===== src/rtl/multi_cycle_control_unit.sv =====
// Control FSM for the shared multi-cycle RV32I datapath: walks each instruction through
// IF/ID/EX/MEM/WB, drives all datapath enables and selects, and halts on the exit ecall.
module multi_cycle_control_unit #(
   parameter int unsigned CNT_W = 32
) (
   input  logic             clk,
   input  logic             reset,
   input  logic [6:0]       opcode,
   input  logic [31:0]      x17_val,
   input  logic             bcond,
   input  logic             mem_ready,
   output logic             mem_read,
   output logic             mem_write,
   output logic             i_or_d,
   output logic             ir_write,
   output logic             old_pc_write,
   output logic             pc_write,
   output logic [1:0]       alu_src_a,
   output logic [1:0]       alu_src_b,
   output logic             alu_op,
   output logic             reg_write,
   output logic [1:0]       wb_sel,
   output logic             is_halted,
   output logic [2:0]       state,
   output logic [CNT_W-1:0] retired
);

   localparam logic [6:0] OpR      = 7'b0110011;
   localparam logic [6:0] OpImm    = 7'b0010011;
   localparam logic [6:0] OpLoad   = 7'b0000011;
   localparam logic [6:0] OpStore  = 7'b0100011;
   localparam logic [6:0] OpBranch = 7'b1100011;
   localparam logic [6:0] OpJal    = 7'b1101111;
   localparam logic [6:0] OpJalr   = 7'b1100111;
   localparam logic [6:0] OpLui    = 7'b0110111;
   localparam logic [6:0] OpAuipc  = 7'b0010111;
   localparam logic [6:0] OpSystem = 7'b1110011;

   localparam logic [1:0] SrcAPc    = 2'b00;
   localparam logic [1:0] SrcAReg   = 2'b01;
   localparam logic [1:0] SrcAOldPc = 2'b10;
   localparam logic [1:0] SrcAZero  = 2'b11;
   localparam logic [1:0] SrcBReg   = 2'b00;
   localparam logic [1:0] SrcBFour  = 2'b01;
   localparam logic [1:0] SrcBImm   = 2'b10;
   localparam logic [1:0] WbAlu     = 2'b00;
   localparam logic [1:0] WbMdr     = 2'b01;
   localparam logic [1:0] WbPc      = 2'b10;

   typedef enum logic [2:0] {
      StIf   = 3'd0,
      StId   = 3'd1,
      StEx   = 3'd2,
      StMem  = 3'd3,
      StWb   = 3'd4,
      StHalt = 3'd5
   } state_e;

   state_e           state_q, state_d;
   logic [CNT_W-1:0] retired_q;
   logic             retire;
   logic             is_load;

   assign is_load = (opcode == OpLoad);
   assign state   = state_q;
   assign retired = retired_q;

   always_ff @(posedge clk or negedge reset) begin
      if (!reset) begin
         state_q   <= StIf;
         retired_q <= '0;
      end else begin
         state_q <= state_d;
         if (retire) retired_q <= retired_q + CNT_W'(1);
      end
   end

   always_comb begin
      state_d      = state_q;
      retire       = 1'b0;
      mem_read     = 1'b0;
      mem_write    = 1'b0;
      i_or_d       = 1'b0;
      ir_write     = 1'b0;
      old_pc_write = 1'b0;
      pc_write     = 1'b0;
      alu_src_a    = SrcAPc;
      alu_src_b    = SrcBReg;
      alu_op       = 1'b0;
      reg_write    = 1'b0;
      wb_sel       = WbAlu;
      is_halted    = 1'b0;

      case (state_q)
         StIf: begin
            mem_read  = 1'b1;
            alu_src_a = SrcAPc;
            alu_src_b = SrcBFour;
            if (mem_ready) begin
               ir_write     = 1'b1;
               old_pc_write = 1'b1;
               pc_write     = 1'b1;
               state_d      = StId;
            end
         end
         StId: begin
            if (opcode == OpSystem) begin
               if (x17_val == 32'd10) begin
                  state_d = StHalt;
               end else begin
                  state_d = StIf;
                  retire  = 1'b1;
               end
            end else begin
               state_d = StEx;
            end
         end
         StEx: begin
            case (opcode)
               OpR: begin
                  alu_src_a = SrcAReg;
                  alu_src_b = SrcBReg;
                  alu_op    = 1'b1;
                  state_d   = StWb;
               end
               OpImm: begin
                  alu_src_a = SrcAReg;
                  alu_src_b = SrcBImm;
                  alu_op    = 1'b1;
                  state_d   = StWb;
               end
               OpLoad, OpStore: begin
                  alu_src_a = SrcAReg;
                  alu_src_b = SrcBImm;
                  state_d   = StMem;
               end
               OpBranch: begin
                  alu_src_a = SrcAOldPc;
                  alu_src_b = SrcBImm;
                  pc_write  = bcond;
                  state_d   = StIf;
                  retire    = 1'b1;
               end
               // PC already holds OLD_PC+4, so the link value comes straight from PC.
               OpJal, OpJalr: begin
                  alu_src_a = (opcode == OpJalr) ? SrcAReg : SrcAOldPc;
                  alu_src_b = SrcBImm;
                  pc_write  = 1'b1;
                  reg_write = 1'b1;
                  wb_sel    = WbPc;
                  state_d   = StIf;
                  retire    = 1'b1;
               end
               OpLui: begin
                  alu_src_a = SrcAZero;
                  alu_src_b = SrcBImm;
                  state_d   = StWb;
               end
               OpAuipc: begin
                  alu_src_a = SrcAOldPc;
                  alu_src_b = SrcBImm;
                  state_d   = StWb;
               end
               default: begin
                  state_d = StIf;
                  retire  = 1'b1;
               end
            endcase
         end
         StMem: begin
            i_or_d    = 1'b1;
            mem_read  = is_load;
            mem_write = !is_load;
            if (mem_ready) begin
               state_d = is_load ? StWb : StIf;
               retire  = !is_load;
            end
         end
         StWb: begin
            reg_write = 1'b1;
            wb_sel    = is_load ? WbMdr : WbAlu;
            state_d   = StIf;
            retire    = 1'b1;
         end
         StHalt: begin
            is_halted = 1'b1;
         end
         default: begin
            state_d = StIf;
         end
      endcase

      // Outputs are forced quiet while reset is held, aborting any memory access at once.
      if (!reset) begin
         mem_read     = 1'b0;
         mem_write    = 1'b0;
         i_or_d       = 1'b0;
         ir_write     = 1'b0;
         old_pc_write = 1'b0;
         pc_write     = 1'b0;
         alu_src_a    = SrcAPc;
         alu_src_b    = SrcBReg;
         alu_op       = 1'b0;
         reg_write    = 1'b0;
         wb_sel       = WbAlu;
         is_halted    = 1'b0;
      end
   end

endmodule


===== config.mk =====
export PLATFORM = sky130hd
export DESIGN_NAME = multi_cycle_control_unit
export DESIGN_NICKNAME = d
export VERILOG_FILES = /design/src/rtl/multi_cycle_control_unit.sv
export SDC_FILE = /design/constraint.sdc
export NUM_CORES = 1
export LEC_CHECK = 0
export CAP_MARGIN = 30
export CORE_ASPECT_RATIO = 0.9
export CORE_MARGIN = 2
export CORE_UTILIZATION = 39
export DETAILED_ROUTE_END_ITERATION = 16
export GPL_ROUTABILITY_DRIVEN = 0
export PLACE_DENSITY = 0.88
export SYNTH_ARGS = -nofsm -noshare
export SYNTH_HDL_FRONTEND = slang
export SYNTH_SLANG_ARGS = --single-unit

===== constraint.sdc =====
create_clock -name clk -period 2.1 [get_ports clk]
set_clock_uncertainty 0.1 [all_clocks]
set_input_delay 0.42 -clock clk [delete_from_list [all_inputs] [get_ports clk]]
set_output_delay 0.42 -clock clk [all_outputs]
set_load 0.1 [all_outputs]

==> metrics.sh, run 1 <==
OUTCOME='finished, violations left'
FAILED_CHECKS='negative setup slack'
FLOORPLAN.ROWS=26
CELLPOWERDENSITY_mW_PER_MM2=1150
YOSYS.AREA_SHARE.SIMPLE=0.247
AREA.GROWTH.SYNTH_TO_FINAL_PCT=140
SYNTH.TOP_CELL.AREA_SHARE=0.395
SYNTH-MAIN-FF-CELL='dfrtp_1'
SYNTH_CELLS=241
GLOBALROUTE.TOTALOVERFLOW=0
DETAILEDROUTE.FIRSTPASSITERATIONCOUNT=6
CLK_ROOT_BUFFER_CELL='clkbuf_8'
NUMBER_OF_GLOBAL_ROUTE_VIAS_BEFORE_REPAIR=3008
WORST_PATH_ARRIVAL_TIME_NS=2.69
ROUTED-VIA-COUNT=3260
SYNTHTOPCELLSBYAREA='dfrtp_1 39%, xor2_1 11%, nand2_1 3.9%'
SETUP_VIOL=48
PIN_COUNT_OF_THE_BIGGEST_NET_ENTERING_GLOBAL_ROUTING=27
CLKTRANSATPATHREGS_NS=0.09
ANTENNA_FOUND_INITIAL=0
WORST_SKEW_PAIR.LATE_LATENCY_NS=0.31
CTS_INSERTED_BUFFERS=5
DRT_ITER0_DRC=453
ROUTEDLENGTHMET1_MICRONS=4990
SYNTH_ADDER_AREA_SHARE=0.00564
SYNTH_MOST_COMMON_CELL='dfrtp_1'
YOSYS.CELL_TYPES.COUNT=47
GRTUSAGETOTAL=0.347
REPORT.FINAL.SLEW_VIOL_COUNT=0
SYNTH_TOP_FAMILY_BY_AREA='simple AND/OR/NAND/NOR gates'
YS_ASYNC_SR_FRACTION=1.00
DRC=0
FINAL_CRITICAL_PATH_SETUP_SLACK_NS=-0.481
IO_BUFFER_COUNT=92
MAX_CAP_VIOL_COUNT=0
UNREPAIRED_SETUP_ENDPOINTS_AFTER_GLOBAL_ROUTING='true'
POSTROUTEANTENNANETS=0
CTS_TREE='done'
DIE_H_MICRONS=75.6
DRIVE_GT1_FRAC=0.645
VDD.IR_DROP.WORST_V=0.00127
SETUP.WORST_PATH.END_CLASS='flip-flop'
SYNTH.FF_LATCH_COUNT=35
ROUTED_WIRE_LENGTH_PER_INSTANCE_MICRONS=29.7
MAX_SLEW_MARGIN=0.631
CRITPATHLAUNCHTYPE='input pin'
DIE_W_MICRONS=83.5
R2R_SLACK_NS=-0.25
SYNTHESIS.NETS=285
REQUIRED_NS=2.21
VIAS_PER_CELL=6.63
AREA_OF_THE_DIE_SQ_MM=0.00631
DESIGN_POWER_TOTAL_mW=6.13
WORSTSETUPPATHTYPE='input pin to flip-flop'
NETLIST_TOP_CELLS_COUNT='35 x dfrtp_1, 27 x xor2_1, 23 x nand2_1'
SYNTH-COMPOUND-AREA-SHARE=0.175
PORTION_OF_THE_POST_SYNTHESIS_AREA_USED_BY_SEQUENTIAL_ELEMENTS=0.395
SYNTH-EDFF-COUNT=0
SETUP_TOTAL_NEGATIVE_SLACK_NS=-15.10
SYNTH.CELL_AREA_SQ_MM=0.00222
HPWL_REPORTED_AT_THE_END_OF_DETAILED_PLACEMENT_MICRONS=6260
IOPINCOUNT=93
LAYOUT.NETS=465
POST_SYNTH.CELL_AREA_AVG_SQ_UM=9.21
YOSYSWARNINGS=0
WORSTHOLDPATHTYPE='input pin to asynchronous set/reset pin'
ACHIEVABLE-FREQUENCY_MHz=387
CLOCK_SINK_COUNT=35
P_LEAK_nW=2.02
ROUTED_WL_MICRONS=14600
WORSTMARGINPINSLEW_NS=0.548
TIMING.FINAL.HOLD_VIOLATIONS=0
POST_LAYOUT_UTILIZATION_OF_THE_CORE=0.953
DESIGN.CORE.AREA_SQ_MM=0.00560
WL_MET2_MICRONS=6870
TIMING.REG2REG.WORST_PATH_DEPTH=8
WORST_R2R_STARTPOINT='state[1]'
CRIT_FANOUT=5
WIRE_LENGTH_OF_THE_FIRST_GLOBAL_ROUTING_PASS_MICRONS=16700
POST-SYNTH-TOP-AREA-CELL='dfrtp_1'
MET3WIRELENGTH_MICRONS=1450
INITIAL_UTILIZATION=0.397
LAYOUT_WORST_PATH_CYCLE_SHARE=1.23
SYNTH_XOR_AREA_FRAC=0.122
ANTENNA_CELLS_INSERTED=0
TIMING.FINAL.CRIT_PERIOD_NS=2.58
CLOCK_TREE.BUFFER_DEPTH=2
HIGHEST_LAYER='met5'
YOSYS-MUX-AREA-FRACTION=0.00958
SETUP.WORST_PATH.START='x17_val[13]'
HTREEDEPTH=2
[stage by stage]
stage / cells / cell area (sq um) / setup slack (ns) / hold slack (ns)
5_1_grt: 492 / 5330 / -0.434 / 0.223
3_3_place_gp: 440 / 4460 / -0.619 / 0.295
2_1_floorplan: 241 / 2720 / -0.585 / 0.0244
3_5_place_dp: 440 / 4460 / -0.668 / 0.300
4_1_cts: 470 / 5030 / -0.174 / 0.204
6_report: 492 / 5330 / -0.481 / 0.206
[sequential cells by signal, indices dropped and copies added (netlist names)]
name,cells
retired,32
state,3
[cells by family after synthesis]
logic type / count (synthesis)
AO/OA/AOI/OAI: 51
XOR/XNOR: 31
adder cells (fa/ha/maj): 1
buffers and inverters: 23
flip-flops: 35
multiplexers: 2
AND/OR/NAND/NOR: 98
[final timing paths]
path                                     to
max in group asynchronous          state[2]
min in group clk                retired[25]
worst max register to register  retired[19]
worst min register to register  retired[25]
worst min-delay path            retired[22]
worst max-delay path             retired[3]
[power by group]
part / total (mW) / switching, mW / internal, mW
Sequential: 1.16 / 0.275 / 0.881
Clock: 0.679 / 0.294 / 0.385
Combinational: 4.30 / 2.70 / 1.60
[final cells by class]
class	instances	area, sq um
Fill cell	126	263
Clock buffer	6	82.6
Sequential cell	35	967
Tap cell	70	87.6
Timing Repair Buffer	188	2190
Multi-Input combinational cell	183	1940
Clock inverter	2	35.0
Inverter	8	30.0
[cells in the final DEF, fill, tap and decap left out, types with 4 or more instances in the layout]
master           instances
xnor2_1                  4
buf_6                   24
nand3_1                  7
nor3_1                   5
nand4_1                 11
a211oi_4                 8
buf_12                  48
dlygate4sd2_1           28
o21ai_0                  5
a21oi_4                  4
and3_1                   5
buf_2                    6
nor2b_4                  4
buf_4                   70
inv_1                    8
clkbuf_8                 6
nand2_1                 15
dfrtp_4                 22
nor2_1                   7
dfrtp_1                  6
nand2_4                  4
clkdlybuf4s50_1          4
a2111oi_4               13
nor4_2                   5
a21oi_2                  6
xor2_1                  27
dfrtp_2                  7
[worst max-delay path: stages]
cell	delay, ns
dlygate4sd2_1	0.27
nor4_1	0.52
nand4_1	0.34
o2111ai_4	0.42
buf_4	0.18
buf_6	0.15
buf_4	0.15
a21oi_2	0.06
xor2_1	0.18
[metal layers]
layer,global-route usage,up-vias
li1,-,1238
met1,0.407,1561
met2,0.592,328
met3,0.0867,131
met4,0.211,2
met5,0,-
[repair_timing]
action | CTS | global route
buffers inserted | 17 | 27
gates resized for setup | 105 | 41
hold buffers | 1 | 0
pin swaps | 38 | 42
endpoints found under the setup margin | 45 | 46
gates cloned | 4 | 0
hold endpoints to repair | 9 | 0
No activity file was read; power rests on OpenSTA's default activity.
==> run 2, diff against run 1 <==
Settings changed: SLEW_MARGIN set to 0.
==> results of run 2 <==
Same layout as run 1: the final DEF is identical, and so are final timing and power.
